### src/rtl/keypad_pkg.sv
// Shared definitions for the keypad scanner.
// Holds the matrix dimensions, the idle and reset patterns, the FSM state
// encoding, and small helpers for converting between one-hot vectors and
// indices.
package keypad_pkg;

    localparam int NROWS = 5;
    localparam int NCOLS = 4;

    localparam logic [NCOLS-1:0] COL_IDLE  = 4'b1111;
    localparam logic [NROWS-1:0] ROW_RESET = 5'b00001;

    typedef enum logic [1:0] {
        SCAN     = 2'd0,
        DEBOUNCE = 2'd1,
        HELD     = 2'd2
    } state_t;

    // Index of the set bit in a one-hot vector (lowest set bit wins).
    function automatic logic [4:0] onehot_to_idx(input logic [7:0] vec);
        logic [4:0] idx;
        idx = '0;
        for (int i = 7; i >= 0; i--) begin
            if (vec[i]) begin
                idx = 5'(i);
            end
        end
        return idx;
    endfunction

    // True when exactly one bit of vec is set.
    function automatic logic exactly_one(input logic [7:0] vec);
        int n;
        n = 0;
        for (int i = 0; i < 8; i++) begin
            n = n + int'(vec[i]);
        end
        return (n == 1);
    endfunction

endpackage

### src/rtl/keypad_sync.sv
// Two-flop synchronizer for the raw keypad column lines.
// Ports:
//   clk    in  1   system clock
//   rst_n  in  1   asynchronous active-low reset (flops reset to all ones,
//                  i.e. "no key pressed")
//   d      in  W   asynchronous input
//   q      out W   synchronized output
module keypad_sync #(
    parameter int W = 4
) (
    input  logic         clk,
    input  logic         rst_n,
    input  logic [W-1:0] d,
    output logic [W-1:0] q
);

    logic [W-1:0] meta_reg;
    logic [W-1:0] sync_reg;

    generate
        for (genvar gi = 0; gi < W; gi++) begin : g_bit
            always_ff @(posedge clk or negedge rst_n) begin
                if (!rst_n) begin
                    meta_reg[gi] <= 1'b1;
                    sync_reg[gi] <= 1'b1;
                end else begin
                    meta_reg[gi] <= d[gi];
                    sync_reg[gi] <= meta_reg[gi];
                end
            end
        end
    endgenerate

    assign q = sync_reg;

endmodule

### src/rtl/keypad_scanner.sv
// Keypad matrix scanner: strobes one row at a time, samples the active-low
// column lines, debounces a single-key press and its release, and presents
// the accepted key as a latched row/column pair plus a linear key code.
// Ports:
//   clk        in   1      system clock
//   rst_n      in   1      asynchronous active-low reset
//   col_in     in   NCOLS  raw keypad columns, active-low
//   row_drive  out  NROWS  one-hot row strobe
//   rowOut     out  NROWS  row of the accepted key (one-hot)
//   colOut     out  NCOLS  column of the accepted key (one-cold)
//   key_code   out  5      row_index*NCOLS + col_index of the accepted key
//   key_valid  out  1      one-cycle pulse per accepted press
//   key_held   out  1      high from accept until the release is debounced
module keypad_scanner
    import keypad_pkg::*;
#(
    parameter int SCAN_DIV     = 1000,
    parameter int DEBOUNCE_CNT = 20000
) (
    input  logic             clk,
    input  logic             rst_n,
    input  logic [NCOLS-1:0] col_in,
    output logic [NROWS-1:0] row_drive,
    output logic [NROWS-1:0] rowOut,
    output logic [NCOLS-1:0] colOut,
    output logic [4:0]       key_code,
    output logic             key_valid,
    output logic             key_held
);

    localparam int CNT_MAX = (SCAN_DIV > DEBOUNCE_CNT) ? SCAN_DIV : DEBOUNCE_CNT;
    localparam int CNT_W   = $clog2(CNT_MAX);

    logic [NCOLS-1:0] col_s;

    keypad_sync #(.W(NCOLS)) u_sync (
        .clk   (clk),
        .rst_n (rst_n),
        .d     (col_in),
        .q     (col_s)
    );

    state_t           state_reg, state_next;
    logic [CNT_W-1:0] dwell_reg;
    logic [CNT_W-1:0] cnt_reg;
    logic [NROWS-1:0] row_reg;
    logic [NCOLS-1:0] cand_col_reg;
    logic [NROWS-1:0] row_out_reg;
    logic [NCOLS-1:0] col_out_reg;
    logic [4:0]       code_reg;
    logic             valid_reg;
    logic             held_reg;

    logic dwell_end;
    logic cnt_end;
    logic single_zero;
    logic cand_match;
    logic col_idle;

    assign dwell_end   = (dwell_reg == CNT_W'(SCAN_DIV - 1));
    assign cnt_end     = (cnt_reg == CNT_W'(DEBOUNCE_CNT - 1));
    // More than one low column on a row is treated as a ghost/multi-key and
    // skipped, so only a clean single press can become a candidate.
    assign single_zero = exactly_one({{(8-NCOLS){1'b0}}, ~col_s});
    assign cand_match  = (col_s == cand_col_reg);
    assign col_idle    = (col_s == COL_IDLE);

    // State register
    always_ff @(posedge clk or negedge rst_n) begin
        if (!rst_n) begin
            state_reg <= SCAN;
        end else begin
            state_reg <= state_next;
        end
    end

    // Next-state logic
    always_comb begin
        state_next = state_reg;
        case (state_reg)
            SCAN: begin
                if (dwell_end && single_zero) begin
                    state_next = DEBOUNCE;
                end
            end
            DEBOUNCE: begin
                if (!cand_match) begin
                    state_next = SCAN;
                end else if (cnt_end) begin
                    state_next = HELD;
                end
            end
            HELD: begin
                if (col_idle && cnt_end) begin
                    state_next = SCAN;
                end
            end
            default: state_next = SCAN;
        endcase
    end

    // Control strobes for the datapath
    logic capture, accept, release_key, rotate;
    logic dwell_inc, dwell_clr, cnt_inc, cnt_clr;

    always_comb begin
        capture     = 1'b0;
        accept      = 1'b0;
        release_key = 1'b0;
        rotate      = 1'b0;
        dwell_inc   = 1'b0;
        dwell_clr   = 1'b0;
        cnt_inc     = 1'b0;
        cnt_clr     = 1'b0;
        case (state_reg)
            SCAN: begin
                if (dwell_end) begin
                    dwell_clr = 1'b1;
                    if (single_zero) begin
                        capture = 1'b1;
                        cnt_clr = 1'b1;
                    end else begin
                        rotate = 1'b1;
                    end
                end else begin
                    dwell_inc = 1'b1;
                end
            end
            DEBOUNCE: begin
                if (!cand_match) begin
                    rotate    = 1'b1;
                    dwell_clr = 1'b1;
                end else if (cnt_end) begin
                    accept  = 1'b1;
                    cnt_clr = 1'b1;
                end else begin
                    cnt_inc = 1'b1;
                end
            end
            HELD: begin
                if (!col_idle) begin
                    cnt_clr = 1'b1;
                end else if (cnt_end) begin
                    release_key = 1'b1;
                    rotate      = 1'b1;
                    dwell_clr   = 1'b1;
                    cnt_clr     = 1'b1;
                end else begin
                    cnt_inc = 1'b1;
                end
            end
            default: begin
                dwell_clr = 1'b1;
                cnt_clr   = 1'b1;
            end
        endcase
    end

    // Datapath and output registers
    always_ff @(posedge clk or negedge rst_n) begin
        if (!rst_n) begin
            dwell_reg    <= '0;
            cnt_reg      <= '0;
            row_reg      <= ROW_RESET;
            cand_col_reg <= COL_IDLE;
            row_out_reg  <= '0;
            col_out_reg  <= COL_IDLE;
            code_reg     <= '0;
            valid_reg    <= 1'b0;
            held_reg     <= 1'b0;
        end else begin
            if (dwell_clr) begin
                dwell_reg <= '0;
            end else if (dwell_inc) begin
                dwell_reg <= dwell_reg + 1'b1;
            end

            if (cnt_clr) begin
                cnt_reg <= '0;
            end else if (cnt_inc) begin
                cnt_reg <= cnt_reg + 1'b1;
            end

            if (rotate) begin
                row_reg <= {row_reg[NROWS-2:0], row_reg[NROWS-1]};
            end

            if (capture) begin
                cand_col_reg <= col_s;
            end

            if (accept) begin
                row_out_reg <= row_reg;
                col_out_reg <= cand_col_reg;
                code_reg    <= 5'(int'(onehot_to_idx({{(8-NROWS){1'b0}}, row_reg})) * NCOLS
                                  + int'(onehot_to_idx({{(8-NCOLS){1'b0}}, ~cand_col_reg})));
            end

            valid_reg <= accept;

            if (accept) begin
                held_reg <= 1'b1;
            end else if (release_key) begin
                held_reg <= 1'b0;
            end
        end
    end

    assign row_drive = row_reg;
    assign rowOut    = row_out_reg;
    assign colOut    = col_out_reg;
    assign key_code  = code_reg;
    assign key_valid = valid_reg;
    assign key_held  = held_reg;

endmodule

### config.mk
export PLATFORM = sky130hd
export DESIGN_NAME = keypad_scanner
export DESIGN_NICKNAME = d
export VERILOG_FILES = /design/src/rtl/keypad_pkg.sv /design/src/rtl/keypad_sync.sv /design/src/rtl/keypad_scanner.sv
export SDC_FILE = /design/constraint.sdc
export NUM_CORES = 1
export LEC_CHECK = 0
export BUFFER_PORTS_ARGS = -buffer_cell sky130_fd_sc_hd__buf_2
export CORE_ASPECT_RATIO = 0.6
export CORE_UTILIZATION = 55
export CTS_CLUSTER_DIAMETER = 50
export DETAILED_ROUTE_END_ITERATION = 6
export HOLD_SLACK_MARGIN = 0.15
export PLACE_DENSITY = 0.83
export SYNTH_ARGS = -nofsm -noshare
export SYNTH_HDL_FRONTEND = slang
export SYNTH_SLANG_ARGS = --single-unit
export TNS_END_PERCENT = 5
### constraint.sdc
create_clock -name clk -period 3.5 [get_ports clk]
set_input_delay 0.35 -clock clk [delete_from_list [all_inputs] [get_ports clk]]
set_output_delay 0.35 -clock clk [all_outputs]
set_load 0.005 [all_outputs]
==> metrics.md <==
| Metric | Value |
|---|---|
| Status | finished, final reports clean |
| CP dominant cell by count | ha_1 |
| CP max-delay cell | dfstp_2 |
| Die height | between 60 and 70 um |
| Area leader, netlist | dfrtp_1 |
| Grt ovf | 0 |
| Critical Path RT | around 3.7 ns |
| CORE AREA | 5600 sq um |
| Clk_skew | ~0.0041 ns |
| Full die area | roughly 6100 sq um |
| First-pass GRT wire length | approximately 11,000 um |
| Final slew viol count | 0 |
| Placer Congestion | slightly below 0.9 |
| Final setup margin | ~0.6 ns |
| RSZ-0062 raised after global routing | no |
| Fin Setup TNS | 0 ns |
| Fraction of layout cells with a size suffix above 1 | about a quarter |
| Post-Syn Nets | roughly 320 |
| Initial DRC Count | between 100 and 150 |
| Nature of the critical path startpoint | register |
| # rows | 21 |
| Clock sink total | 65 |
| Max-cap violation count | 0 |
| Crit path max fanout | 15 |
| Fin. Hold Viols | 0 |
| Initial Utilization | a little under three fifths |
| Slew @ Worst Pin | 0.668 ns |
| Die Wd | between 100 and 150 um |
| Vias in the first global route | 2,287 |
| Largest net degree at the start of global routing | 30 |
| CTS tree | done |
| Seq/Total Area, Yosys | approximately 52% |
| Synthesis Warnings | 0 |
| Top cell type's share of synthesized area | 37.6% |
| EDFF count, synth | 0 |
| Synth-to-Final Area Change | 15.8% |
| H-tree levels | 3 |
| CTS Buf Count | 9 |
| Netlist cell types | 45 |
| Min-Delay Path Class | reg2reg |
| Post-synthesis register bit count | 65 |
| Longest Clk Path Bufs | 2 |
| Asr flop ratio synth | 100% |
| Pleak | 1.71 nW |
| Mapped Cells | 300 |
| Peak VDD IR | between 0.2 and 0.3 mV |
| Synth area leaders | dfrtp_1 38%, dfstp_2 14%, mux2_2 5.3%, nand2_1 3.6%, ha_1 3.5% |
| Syn avg cell area | ~11 sq um |
| Vias | approximately 2,400 |
| Power Dens Cells | 410 nW/um^2 |
| Tcrit/Tclk final | between 80% and 90% |
| Placed cell areas | approximately 3400 sq um |
| Slew headroom | approximately 55% |
| Post-place setup slack | 0.629 ns |
| IO Pins | 27 |
| Skew-Pair Late Insertion Delay | 0.34 ns |
| Antenna violations before repair | 0 |
| Root Driver | clkbuf_8 |
| Critical-path cell list | fa_1, inv_1, ha_1, ha_1, nor3b_1, nand3_1, nand4b_1, nor2_1 |
| CP Class | reg2reg |
| Worst Path Buf+Inv | 1 |
| Residual DRC | 0 |
| WP data arrival | between 3 and 4 ns |
| Setup Viol. Count Final | 0 |
| Crit-path leading delay family | simple AND/OR/NAND/NOR gates |
| Nets@finish | ~350 |
| Total track usage | about 23% |
| Worst path max stage delay | 0.57 ns |
| Initial DRT Pass Iterations | 4 |
| Post-layout min period | about 2.9 ns |
| Fmax | 345 MHz |
| IO Port Bufs | 26 |
| Ant. Diodes | 0 |
| Routed Antenna Nets | 0 |
| Final Cell Area | 3700 sq um |
| Mapped Area | between 3000 and 4000 sq um |
| Vias per Instance | roughly 5.7 |
| Wire per inst | around 15 um |
| CP endpoint kind | register |
| Routed WL | around 6500 um |
| Worst-path clk slew | about 0.070 ns |
| Ys flop type | dfrtp_1 |
| HPWL Detailed | roughly 4400 um |
| PostCTS Resize Cnt | 0 |
==> per-stage QoR <==
step	hold WS (ns)	utilization [%]	power, W	instances
floorplan	0.0544	-	0.000788	300
global placement	0.347	61.0	0.000809	401
detailed placement	0.347	61.0	0.000812	401
CTS	0.357	66.0	0.00153	422
global route	0.359	66.0	0.00157	422
finish	0.357	66.0	0.00152	422
==> timing repair <==
action,4_1_cts,5_1_grt
endpoints found under the setup margin,0,0
hold endpoints to repair,31,0
buffers inserted,0,0
hold buffers,5,0
==> path summary, 6_finish.rpt <==
kind	from	endpoint	slack (ns)	cells after the start
min in group asynchronous	rst_n	rowOut[0]	0.58	2
worst max register to register	u_sync.q[1]	cnt_reg[3]	0.60	8
worst max-delay path	u_sync.q[1]	cnt_reg[3]	0.60	8
max in group asynchronous	rst_n	cand_col_reg[0]	2.15	3
worst min register to register	u_sync.meta_reg[2]	u_sync.q[2]	0.36	0
worst min-delay path	u_sync.meta_reg[2]	u_sync.q[2]	0.36	0
==> final cells by class <==
cell class              instances  area (sq um)
clock buffers                  12           178
clock inverters                 4          55.1
fillers                       430          1900
inverters                      12          45.0
multi-input cells             213          1450
flip-flops and latches         65          1650
well taps                      80           100
repair buffers                 36           218
==> layout by cell type (no fill, tap or decap), types with 2 or more instances in the layout <==
| cell type | n |
|---|---|
| buf_2 | 26 |
| nand2b_1 | 2 |
| dfstp_2 | 17 |
| nand3b_1 | 6 |
| inv_1 | 12 |
| dfrtp_1 | 48 |
| mux2_2 | 15 |
| nor2_1 | 23 |
| o41ai_1 | 2 |
| nand3_1 | 11 |
| a21o_1 | 2 |
| and4_1 | 4 |
| dlygate4sd3_1 | 5 |
| o31ai_1 | 7 |
| nand2_1 | 31 |
| and3_1 | 4 |
| buf_4 | 5 |
| or4_1 | 6 |
| ha_1 | 9 |
| nor4_1 | 7 |
| nor4b_1 | 5 |
| clkbuf_8 | 9 |
| nand4_1 | 8 |
| o21ai_0 | 14 |
| nor3_1 | 3 |
| xor2_1 | 8 |
| mux2i_1 | 5 |
| a21oi_1 | 15 |
| clkbuf_16 | 2 |
| xnor2_1 | 7 |
| a21oi_2 | 2 |
| nand4b_1 | 2 |
==> power by group <==
part           leakage [nW]  internal, W  switching, W  total [W]
clock                 0.113     0.000420      0.000295   0.000714
combinational         0.760    0.0000138     0.0000243  0.0000381
sequential            0.833     0.000760    0.00000372   0.000764
total                  1.71      0.00119      0.000323    0.00152
==> kinds of logic after synthesis <==
| group | Yosys count | synth area share (%) |
|---|---|---|
| AND/OR/NAND/NOR | 119 | 20.8 |
| flip-flops | 65 | 51.6 |
| AO/OA/AOI/OAI | 49 | 9.52 |
| buffers and inverters | 22 | 2.90 |
| multiplexers | 20 | 6.86 |
| XOR/XNOR | 15 | 4.11 |
| adder cells (fa/ha/maj) | 10 | 4.15 |
==> worst reg2reg max path, cell delays in order (launching register included) <==
cell	delay, ns
dfstp_2	0.57
fa_1	0.43
inv_1	0.07
ha_1	0.14
ha_1	0.22
nor3b_1	0.34
nand3_1	0.29
nand4b_1	0.57
nor2_1	0.14
==> cell usage after synthesis (3+ instances only) <==
cell and count:
o21ai_0 14, mux2i_1 5, dfstp_2 17, and4_1 4, or4_1 6, ha_1 9
xor2_1 8, xnor2_1 7, nor4b_1 5, a21oi_1 15, inv_1 12, mux2_2 15
o31ai_1 7, nand3_1 11, clkbuf_1 7, and3_1 4, dfrtp_1 48, nor2_1 23
nor3_1 3, nand2_1 31, nand4_1 8, nand3b_1 6, nor4_1 7
==> per-layer routing <==
layer	GRT usage (%)	part of all wire [%]	vias to the layer above
li1	-	-	1162
met1	31.0	47	1176
met2	37.0	45	70
met3	6.70	6.0	10
met4	8.28	1.3	0
met5	0	0	-
(Power assumes the default switching activity.)
